$ cat src/rtl/mips32_shift_engine.sv
// mips32_shift_engine: iterative one-bit-per-cycle shifter (modes 00 none, 01 sll, 10 srl/sra, 11 ror) with in_valid/in_ready request and out_valid/out_ready result handshakes, busy while SHIFT/DONE; define MIPS32_SHIFT_STEP4_EN for 4-position steps
module mips32_shift_engine #(
   parameter int DATAWIDTH  = 32,
   parameter int SHAMTWIDTH = 5
) (
   input  logic                  clk,
   input  logic                  rst_n,
   input  logic                  in_valid,
   output logic                  in_ready,
   input  logic [1:0]            mode,
   input  logic                  arith,
   input  logic [SHAMTWIDTH-1:0] shamt,
   input  logic [DATAWIDTH-1:0]  operand,
   output logic                  out_valid,
   input  logic                  out_ready,
   output logic [DATAWIDTH-1:0]  result,
   output logic                  busy
);
   typedef enum logic [1:0] {IDLE, SHIFT, DONE} state_t;
   state_t                state, state_nx;
   logic [DATAWIDTH-1:0]  data, data_nx;
   logic [SHAMTWIDTH-1:0] count, count_nx;
   logic [1:0]            mode_q;
   logic                  arith_q;
   function automatic logic [DATAWIDTH-1:0] step1(input logic [DATAWIDTH-1:0] d, input logic [1:0] m, input logic a);
      step1 = m == 2'b01 ? {d[DATAWIDTH-2:0], 1'b0} :
              m == 2'b10 ? {a & d[DATAWIDTH-1], d[DATAWIDTH-1:1]} :
              m == 2'b11 ? {d[0], d[DATAWIDTH-1:1]} : d;
   endfunction
   assign in_ready = state == IDLE;
   assign busy     = state != IDLE;
   always_comb begin
      state_nx = state;
      data_nx  = data;
      count_nx = count;
      case (state)
         IDLE: if (in_valid) begin
            data_nx  = operand;
            count_nx = shamt;
            state_nx = (mode == 2'b00 || shamt == '0) ? DONE : SHIFT;
         end
         SHIFT: begin
`ifdef MIPS32_SHIFT_STEP4_EN
            data_nx  = count > SHAMTWIDTH'(3) ?
                       step1(step1(step1(step1(data, mode_q, arith_q), mode_q, arith_q), mode_q, arith_q), mode_q, arith_q) :
                       step1(data, mode_q, arith_q);
            count_nx = count > SHAMTWIDTH'(3) ? count - SHAMTWIDTH'(4) : count - SHAMTWIDTH'(1);
            state_nx = count_nx == '0 ? DONE : SHIFT;
`else
            data_nx  = step1(data, mode_q, arith_q);
            count_nx = count - SHAMTWIDTH'(1);
            state_nx = count == SHAMTWIDTH'(1) ? DONE : SHIFT;
`endif
         end
         default: state_nx = out_ready ? IDLE : DONE;
      endcase
   end
   always_ff @(posedge clk or negedge rst_n) begin
      if (!rst_n) begin
         state     <= IDLE;
         data      <= '0;
         count     <= '0;
         mode_q    <= '0;
         arith_q   <= 1'b0;
         result    <= '0;
         out_valid <= 1'b0;
      end else begin
         state     <= state_nx;
         data      <= data_nx;
         count     <= count_nx;
         out_valid <= state_nx == DONE;
         if (in_valid && in_ready) begin
            mode_q  <= mode;
            arith_q <= arith;
         end
         if (state != DONE && state_nx == DONE) result <= data_nx;
      end
   end
endmodule

$ cat config.mk
export PLATFORM = sky130hd
export DESIGN_NAME = mips32_shift_engine
export DESIGN_NICKNAME = d
export VERILOG_FILES = /design/src/rtl/mips32_shift_engine.sv
export SDC_FILE = /design/constraint.sdc
export NUM_CORES = 1
export LEC_CHECK = 0
export ABC_CLOCK_PERIOD_IN_PS = 2230
export CAP_MARGIN = 15
export CORE_UTILIZATION = 40
export DETAILED_ROUTE_END_ITERATION = 8
export GPL_TIMING_DRIVEN = 0
export PLACE_DENSITY_LB_ADDON = 0.1
export SYNTH_ARGS = -nofsm -noshare
export SYNTH_HDL_FRONTEND = slang
export SYNTH_SLANG_ARGS = --single-unit
$ cat constraint.sdc
create_clock -name clk -period 2.23 [get_ports clk]
set_clock_uncertainty 0.1 [all_clocks]
set_input_delay 0.223 -clock clk [delete_from_list [all_inputs] [get_ports clk]]
set_output_delay 0.223 -clock clk [all_outputs]
set_load 0.1 [all_outputs]
==> results of run 1 <==
-- cell families after synthesis --
| logic type | share of synthesized area [%] |
|---|---|
| flops | 51.3 |
| simple gates | 7.46 |
| mux | 12.4 |
| fa+ha+maj | 0.684 |
| buf+inv | 5.82 |
| compound gates | 22.3 |
-- final timing paths --
path / start / endpoint / slack [ns]
min in group asynchronous: rst_n / result[15] / 0.25
worst max register to register: state[1] / result[24] / 0.15
worst min register to register: result[0] / result[0] / 0.40
worst max-delay path: result[16] / result[16] / 0.06
worst min-delay path: in_valid / count[0] / 0.20
max in group asynchronous: rst_n / result[22] / 1.22
-- metrics by stage --
stage | setup TNS, ns | hold slack (ns)
2_1_floorplan | 0 | -0.173
3_3_place_gp | -136.79 | 0.372
3_5_place_dp | -1.71 | 0.0798
4_1_cts | 0 | 0.175
5_1_grt | 0 | 0.222
6_report | 0 | 0.204
-- metal layers --
layer  GRT usage, %  wire length (um)
met5              0                 0
met4           6.06                78
met3           4.10               461
met2           31.5              4410
met1           30.0              4500
-- sequential cells by signal, summed over array words and instances, names as in the netlist --
name and count:
state 2, mode_q 2, out_valid 1, arith_q 1
result 32, count 5, data 32
-- area by class of cell --
class                      count  share of cell area, %
buffer                        25                   3.63
clock buffer                  11                   2.72
clock inverter                 5                   1.79
inverter                       9                  0.700
multi-input combinational    215                   32.6
sequential                    75                   38.9
tap                          108                   2.80
timing repair buffer          79                   16.8
-- repair_timing --
item / in CTS / in global routing
hold endpoints to repair: 28 / 0
endpoints found under the setup margin: 2 / 1
setup buffers: 0 / 0
resized for setup: 6 / 1
hold buffers: 1 / 0
-- synthesized netlist by cell type, types with 2 or more instances --
library cell | count | area share (%)
buf_2 | 11 | 1.5
buf_6 | 6 | 1.8
dfrtp_1 | 75 | 51
a21oi_1 | 27 | 3.7
inv_1 | 8 | 0.82
nor2_1 | 35 | 3.6
mux2_1 | 2 | 0.62
buf_4 | 6 | 1.2
nand2_1 | 4 | 0.41
nand2_2 | 2 | 0.34
nand2b_1 | 4 | 0.68
nand3_1 | 2 | 0.27
o211ai_1 | 2 | 0.41
a211oi_1 | 28 | 5.7
mux2_4 | 10 | 4.1
nor3_1 | 2 | 0.27
mux2_2 | 24 | 7.4
ha_1 | 2 | 0.68
clkbuf_1 | 2 | 0.21
a221oi_1 | 2 | 0.48
o22ai_1 | 34 | 5.8
a21oi_2 | 9 | 2.2
a21boi_0 | 2 | 0.41
o21ai_0 | 3 | 0.41
==> results list, run 1 <==
- Outcome: complete, but fails checks
- Failing checks: design-rule violations
- Final critical-path setup slack: between 0.06 and 0.07 ns
- The via count of the first global-routing pass was 2985.
- Area of the multi-input gates: about 1600 um^2
- OpenSTA, run right after detailed placement, puts the worst setup slack at -0.279 ns.
- Of the cells placed in the final design, the portion with a size suffix greater than 1 is a little over a fifth.
- Horizontal die dimension: 97.6 um
* Maximum number of pins on one net before global-route repair: 48
- After synthesis the cells add up to between 3000 and 4000 um^2.
- On the worst path, the slowest cell contributes a delay of between 1 and 1.5 ns.
- The first detailed-routing pass ran for 6 iterations.
- Cells traversed along the worst timing path: clkdlybuf4s50_1
* Max Cap Violations: 0
* Setup CP Type: flip-flop to output port
- Sequential fraction of the synthesis area: between 50% and 60%
- Estimated wirelength of the detail-placed design: 6680 um
- After floorplanning, the core was sized to cover ~8800 um^2.
* Per-cell routed wire length: about 18 um
- Largest fanout of any net on the critical path: 2
- Initial antenna violation count: 0
* Clock latency reported for the late side of the worst-skew pair: 0.34 ns
- The first global-routing pass estimated ~16000 um of wire.
* Root buf cell: clkbuf_8
* Distinct cells, synth: 47
- Worst path buffer plus inverter count: 1
* Sequential cell area: ~1900 um^2
- Total CTS buffers: 9
* Cell depth of the worst flop-to-flop path: 5
* Core Util, Final: between 50% and 60%
* Class of the tightest hold or removal check: input pin to flip-flop
- The final number of max-transition violations came to 0.
- Top-level I/O count: 79
- CP Capture Type: output port
* Top flip-flop cell by instance count after synthesis: dfrtp_1
- Clock transition at the registers of the reported paths: approximately 0.090 ns
- Maximum level of the CTS H-tree: 3
* Synthesized instance count: 325
- # setup viols final: 0
- Global placer's final weighted congestion: 0.838
- The detailed router finished its first iteration with ~120 violations.
* Die Area: around 9500 um^2
* Final hold violation count: 0
- Number of port buffers: 77
- Cell depth of the worst hold path: 3
- In the routed layout, each cell is associated on average with a via count of roughly 5.6.
- For this run, the top clock speed supported by timing is around 460 MHz.
* Delay-heaviest family, CP: buffers and inverters
- Area overhead of the layout relative to synthesis: 31.9%
- STA puts the critical path data required time at roughly 1.9 ns.
- The top cell types in the final layout, fill and taps aside, are 75 x dfrtp_1, 73 x clkdlybuf4s50_1, 34 x nor2_1, 34 x o22ai_1, 28 x a211oi_1.
- In this run, synthesis inferred 0 flip-flops with an integrated enable.
- Synthesis inferred between 70 and 80 register bits.
* CTS tree: built
- Fraction of synthesis flops using an asynchronous set or reset pin: 100%
* Overall fraction of global-route tracks in use: 20.7%
* Final period demand of the worst path: 2.17 ns
* CP Data Arrival Time: between 1.5 and 2 ns
- Number of antenna cells inserted: 0
* Most common cell after layout, fill and taps aside: dfrtp_1
- Once placement finished, the instance area stood at 4590 um^2.
- Max Root-Sink Buffers: 2
* Slowest stage cell on the critical path: clkdlybuf4s50_1
* Count of synthesis-stage warnings from yosys: 0
- Vert. Die Dim: about 98 um
- Leaving out filler cells and counting taps, the final layout contains between 500 and 600.
* Unrepaired setup endpoints after global routing: no
- Total number of clock tree sinks: 75
- Initial core utilization: 41.5%
* Total wire length after detailed routing: 9450 um
- In this run the remaining antenna-violating nets after routing total 0.
* GR Overflow Total: 0
- At the pin with the least slew margin, the transition time is between 0.9 and 1 ns.
- DRC viols: 2
- Slew HR: around a third
- The floorplan has 34 rows.
- In this run the number of cells on the critical path is 1.
- Avg Inst Size Synth: around 11 um^2
* Count of filler cells inserted in the layout: between 700 and 800
- At the end of the flow, the number of nets in the layout was 460.
- Total vias in the final route: a little under 3000
* Element type at the critical path start: flip-flop
* Total nets after synthesis: approximately 370
* Final std cell area, no fill: roughly 4800 um^2
- Fin crit share: between 90% and 100%
- Placed Cells: just over 500
Power of run 1 is not shown: default switching activity piles up to over one toggle a cycle in this logic, so the estimate is an artifact.
==> run 2: changes to the inputs <==
--- a/config.mk
+++ b/config.mk
@@ -5,8 +5,9 @@
 export SDC_FILE = /design/constraint.sdc
 export NUM_CORES = 1
 export LEC_CHECK = 0
-export ABC_CLOCK_PERIOD_IN_PS = 2230
+export ABC_CLOCK_PERIOD_IN_PS = 2100
 export CAP_MARGIN = 15
+export CORE_ASPECT_RATIO = 1.75
 export CORE_UTILIZATION = 40
 export DETAILED_ROUTE_END_ITERATION = 8
 export GPL_TIMING_DRIVEN = 0
==> constraint.sdc (replaced) <==
create_clock -name clk -period 2.1 [get_ports clk]
set_clock_uncertainty 0.1 [all_clocks]
set_input_delay 0.21 -clock clk [delete_from_list [all_inputs] [get_ports clk]]
set_output_delay 0.21 -clock clk [all_outputs]
set_load 0.1 [all_outputs]
==> run 2 against run 1 <==
Net effect:
- cell count rose by 1.9%
- sequential share of layout area is 0.69 points lower
- register-to-register slack worse by 0.07 ns
- via count is 1.4% higher
- clock-buffer cell count is 2 lower
- final area up 1.8%
- sequential cell count unchanged
- critical path type is now flip-flop to flip-flop
- die area up 0.15%
- global-route usage increased by 1.6 points
- critical endpoint is now result[23]
- routed wire length rose by 3.2%
- the flow now finishes without violations
==> results list, run 2 (same netlist as run 1, synthesis figures left out) <==
- Total CTS buffers: 9
* Vert. Die Dim: roughly 130 um
- Compared with the post-synthesis result, the final layout area differs by 34.3%.
* Total number of clock tree sinks: between 70 and 80
- Maximum level of the CTS H-tree: 3
- Outcome: finished clean
* Fin crit share: approximately 96%
- Core area: 8780 um^2
* Setup CP Type: flip-flop to flip-flop
* Slew HR: a little over a third
- Ratio of routed vias to standard cells: between 5 and 6
* Worst setup path start: state[1]
* Cell row count: 45
- Critical path endpoint: result[23]
* CP required: about 2.3 ns
- 0 antenna diodes ended up in the layout.
- Reg-to-reg startpoint: state[1]
- Entering global routing, the biggest net connects between 40 and 50 pins.
* Final max-slew violation count: 0
- The count of nets left with antenna violations once routing finished came out at 0.
- Max-cap violations in this run came to 0.
- Clock-pin slew was measured on the worst setup and hold paths at ~0.060 ns.
- Most common cell after layout, fill and taps aside: dfrtp_1
- Cells traversed along the worst timing path: o21ba_2 -> buf_2 -> buf_4 -> a21oi_1 -> a211oi_1 -> mux2_2
* Estimated wirelength of the detail-placed design: between 7000 and 8000 um
* Wire length of the first global-routing pass: approximately 16000 um
- For the pin with the worst max-slew slack, the measured transition is just under 1 ns.
- The initial utilization of the core area, before any placement, comes to a little over two fifths.
- Cell depth of the worst flop-to-flop path: 6
- Counting both buffers and inverters, the worst setup path holds a total of 2.
- Clock latency reported for the late side of the worst-skew pair: ~0.34 ns
- # setup viols final: 0
* Final hold violation count: 0
* Delay-heaviest family, CP: compound AO/OA/AOI/OAI gates
- Largest fanout of any net on the critical path: 10
* Number of nets in the final layout: 461
- GR Overflow Total: 0
- Class of the tightest hold or removal check: input pin to flip-flop
- Worst stage delay on the critical path: between 0.4 and 0.5 ns
- Total wire length after detailed routing: about 10000 um
- STA classifies the critical path startpoint as a flip-flop.
- Final period demand of the worst path: 2.02 ns
- Final std cell area, no fill: slightly below 5000 um^2
* Registers with the highest flip-flop counts: data: 32 flops, result: 32 flops, count: 5 flops
- The cell sitting at the root of the clock tree is a clkbuf_16.
* Iteration count of the initial detailed-routing pass: 4
* Overall fraction of global-route tracks in use: 22.3%
* Die Area: ~9500 um^2
- STA puts the critical path data arrival time at about 2.2 ns.
- Max Root-Sink Buffers: 2
* Slowest stage cell on the critical path: dfrtp_1
* Violation count after the first detailed-route iteration: between 100 and 150
- Vias in the first global route: ~3200
* CP Capture Type: flip-flop
- Total vias in the final route: between 2000 and 3000
* Max Clock Freq: slightly below 500 MHz
* DRC viols: 0
- The number of placed instances, taps included, is 520.
- Leaving out fill and tap cells, the most frequent cells in the layout are 75 x dfrtp_1, 41 x clkdlybuf4s50_1, 34 x nor2_1, 34 x o22ai_1, 33 x dlygate4sd2_1.
- Per-cell routed wire length: ~18 um
* Initial antenna violation count: 0
- In this run the critical register-to-register path is captured at result[23].
- For this run, the number of standard cells in the final layout without fillers is 537.
* CTS tree: built
- Setup slack on the worst reg-to-reg path comes out at ~0.083 ns.
* Global placer's final weighted congestion: roughly 0.88
* Horizontal die dimension: about 74 um
* Top-level I/O count: 79
- Counting buffers and inverters, the worst setup path is 6 cells deep.
- Setup repair after global routing left no endpoint under its margin.
* Number of port buffers: 77
- Final hold slack: around 0.19 ns
* Core Util, Final: between 50% and 60%
- Placed inst area: roughly 4600 um^2
- Share of post-route cells with drive strength above 1: 22.9%
[run 2: changes by cell type in the layout (fill, tap and decap cells not counted), moves of 2 or more]
| cell | change |
|---|---|
| buf_2 | +2 |
| clkbuf_1 | -2 |
| clkbuf_16 | +9 |
| clkbuf_8 | -8 |
| clkdlybuf4s15_2 | -2 |
| clkdlybuf4s50_1 | -32 |
| clkinv_2 | +2 |
| clkinv_4 | -2 |
| clkinvlp_4 | +4 |
| dlygate4sd2_1 | +33 |
[run 2: worst min-delay path by stage]
stage / cells past startpoint / slack [ns] / to / from
after floorplan: 0 / -0.19 / arith_q / rst_n
after global placement: 1 / 0.37 / result[31] / result[31]
after detailed placement: 1 / 0.06 / count[3] / rst_n
after CTS: 3 / 0.19 / count[1] / in_valid
after global routing: 3 / 0.25 / count[1] / in_valid
final: 3 / 0.19 / count[0] / in_valid
[run 2: worst register-to-register path: stages, from the launching register on]
cell and delay [ns]:
dfrtp_1 0.47, o21ba_2 0.28, buf_2 0.15, buf_4 0.20
a21oi_1 0.08, a211oi_1 0.43, mux2_2 0.24
[run 2: routing by layer]
| layer | vias to the layer above | routed length [um] | global-route usage [%] |
|---|---|---|---|
| met5 | - | 0 | 0 |
| met4 | 0 | 405 | 13.0 |
| met3 | 22 | 390 | 3.13 |
| met2 | 105 | 5150 | 38.6 |
| met1 | 1462 | 3800 | 25.6 |
| li1 | 1400 | - | - |
[run 2: repair_timing]
item	4_1_cts	5_1_grt
gates resized for setup	39	5
pin swaps	0	1
hold endpoints to repair	28	0
hold buffers	1	0
endpoints found under the setup margin	48	32
buffers inserted	0	0
[run 2: cell type report]
cell class	instances	area (um^2)
Timing Repair Buffer	79	754
Inverter	9	37.5
Multi-Input combinational cell	215	1590
Clock buffer	9	225
Tap cell	117	146
Clock inverter	7	92.6
Buffer	26	193
Fill cell	811	3870
Sequential cell	75	1880
[run 2: through the flow]
stage | TNS [ns] | worst slack [ns]
6_report | 0 | 0.0826
5_1_grt | 0 | 0.0226
4_1_cts | -0.0914 | -0.0171
3_3_place_gp | -152.75 | -1.99
2_1_floorplan | -0.0157 | -0.0157
3_5_place_dp | -4.10 | -0.221
Power of run 2 is left out for the same reason.
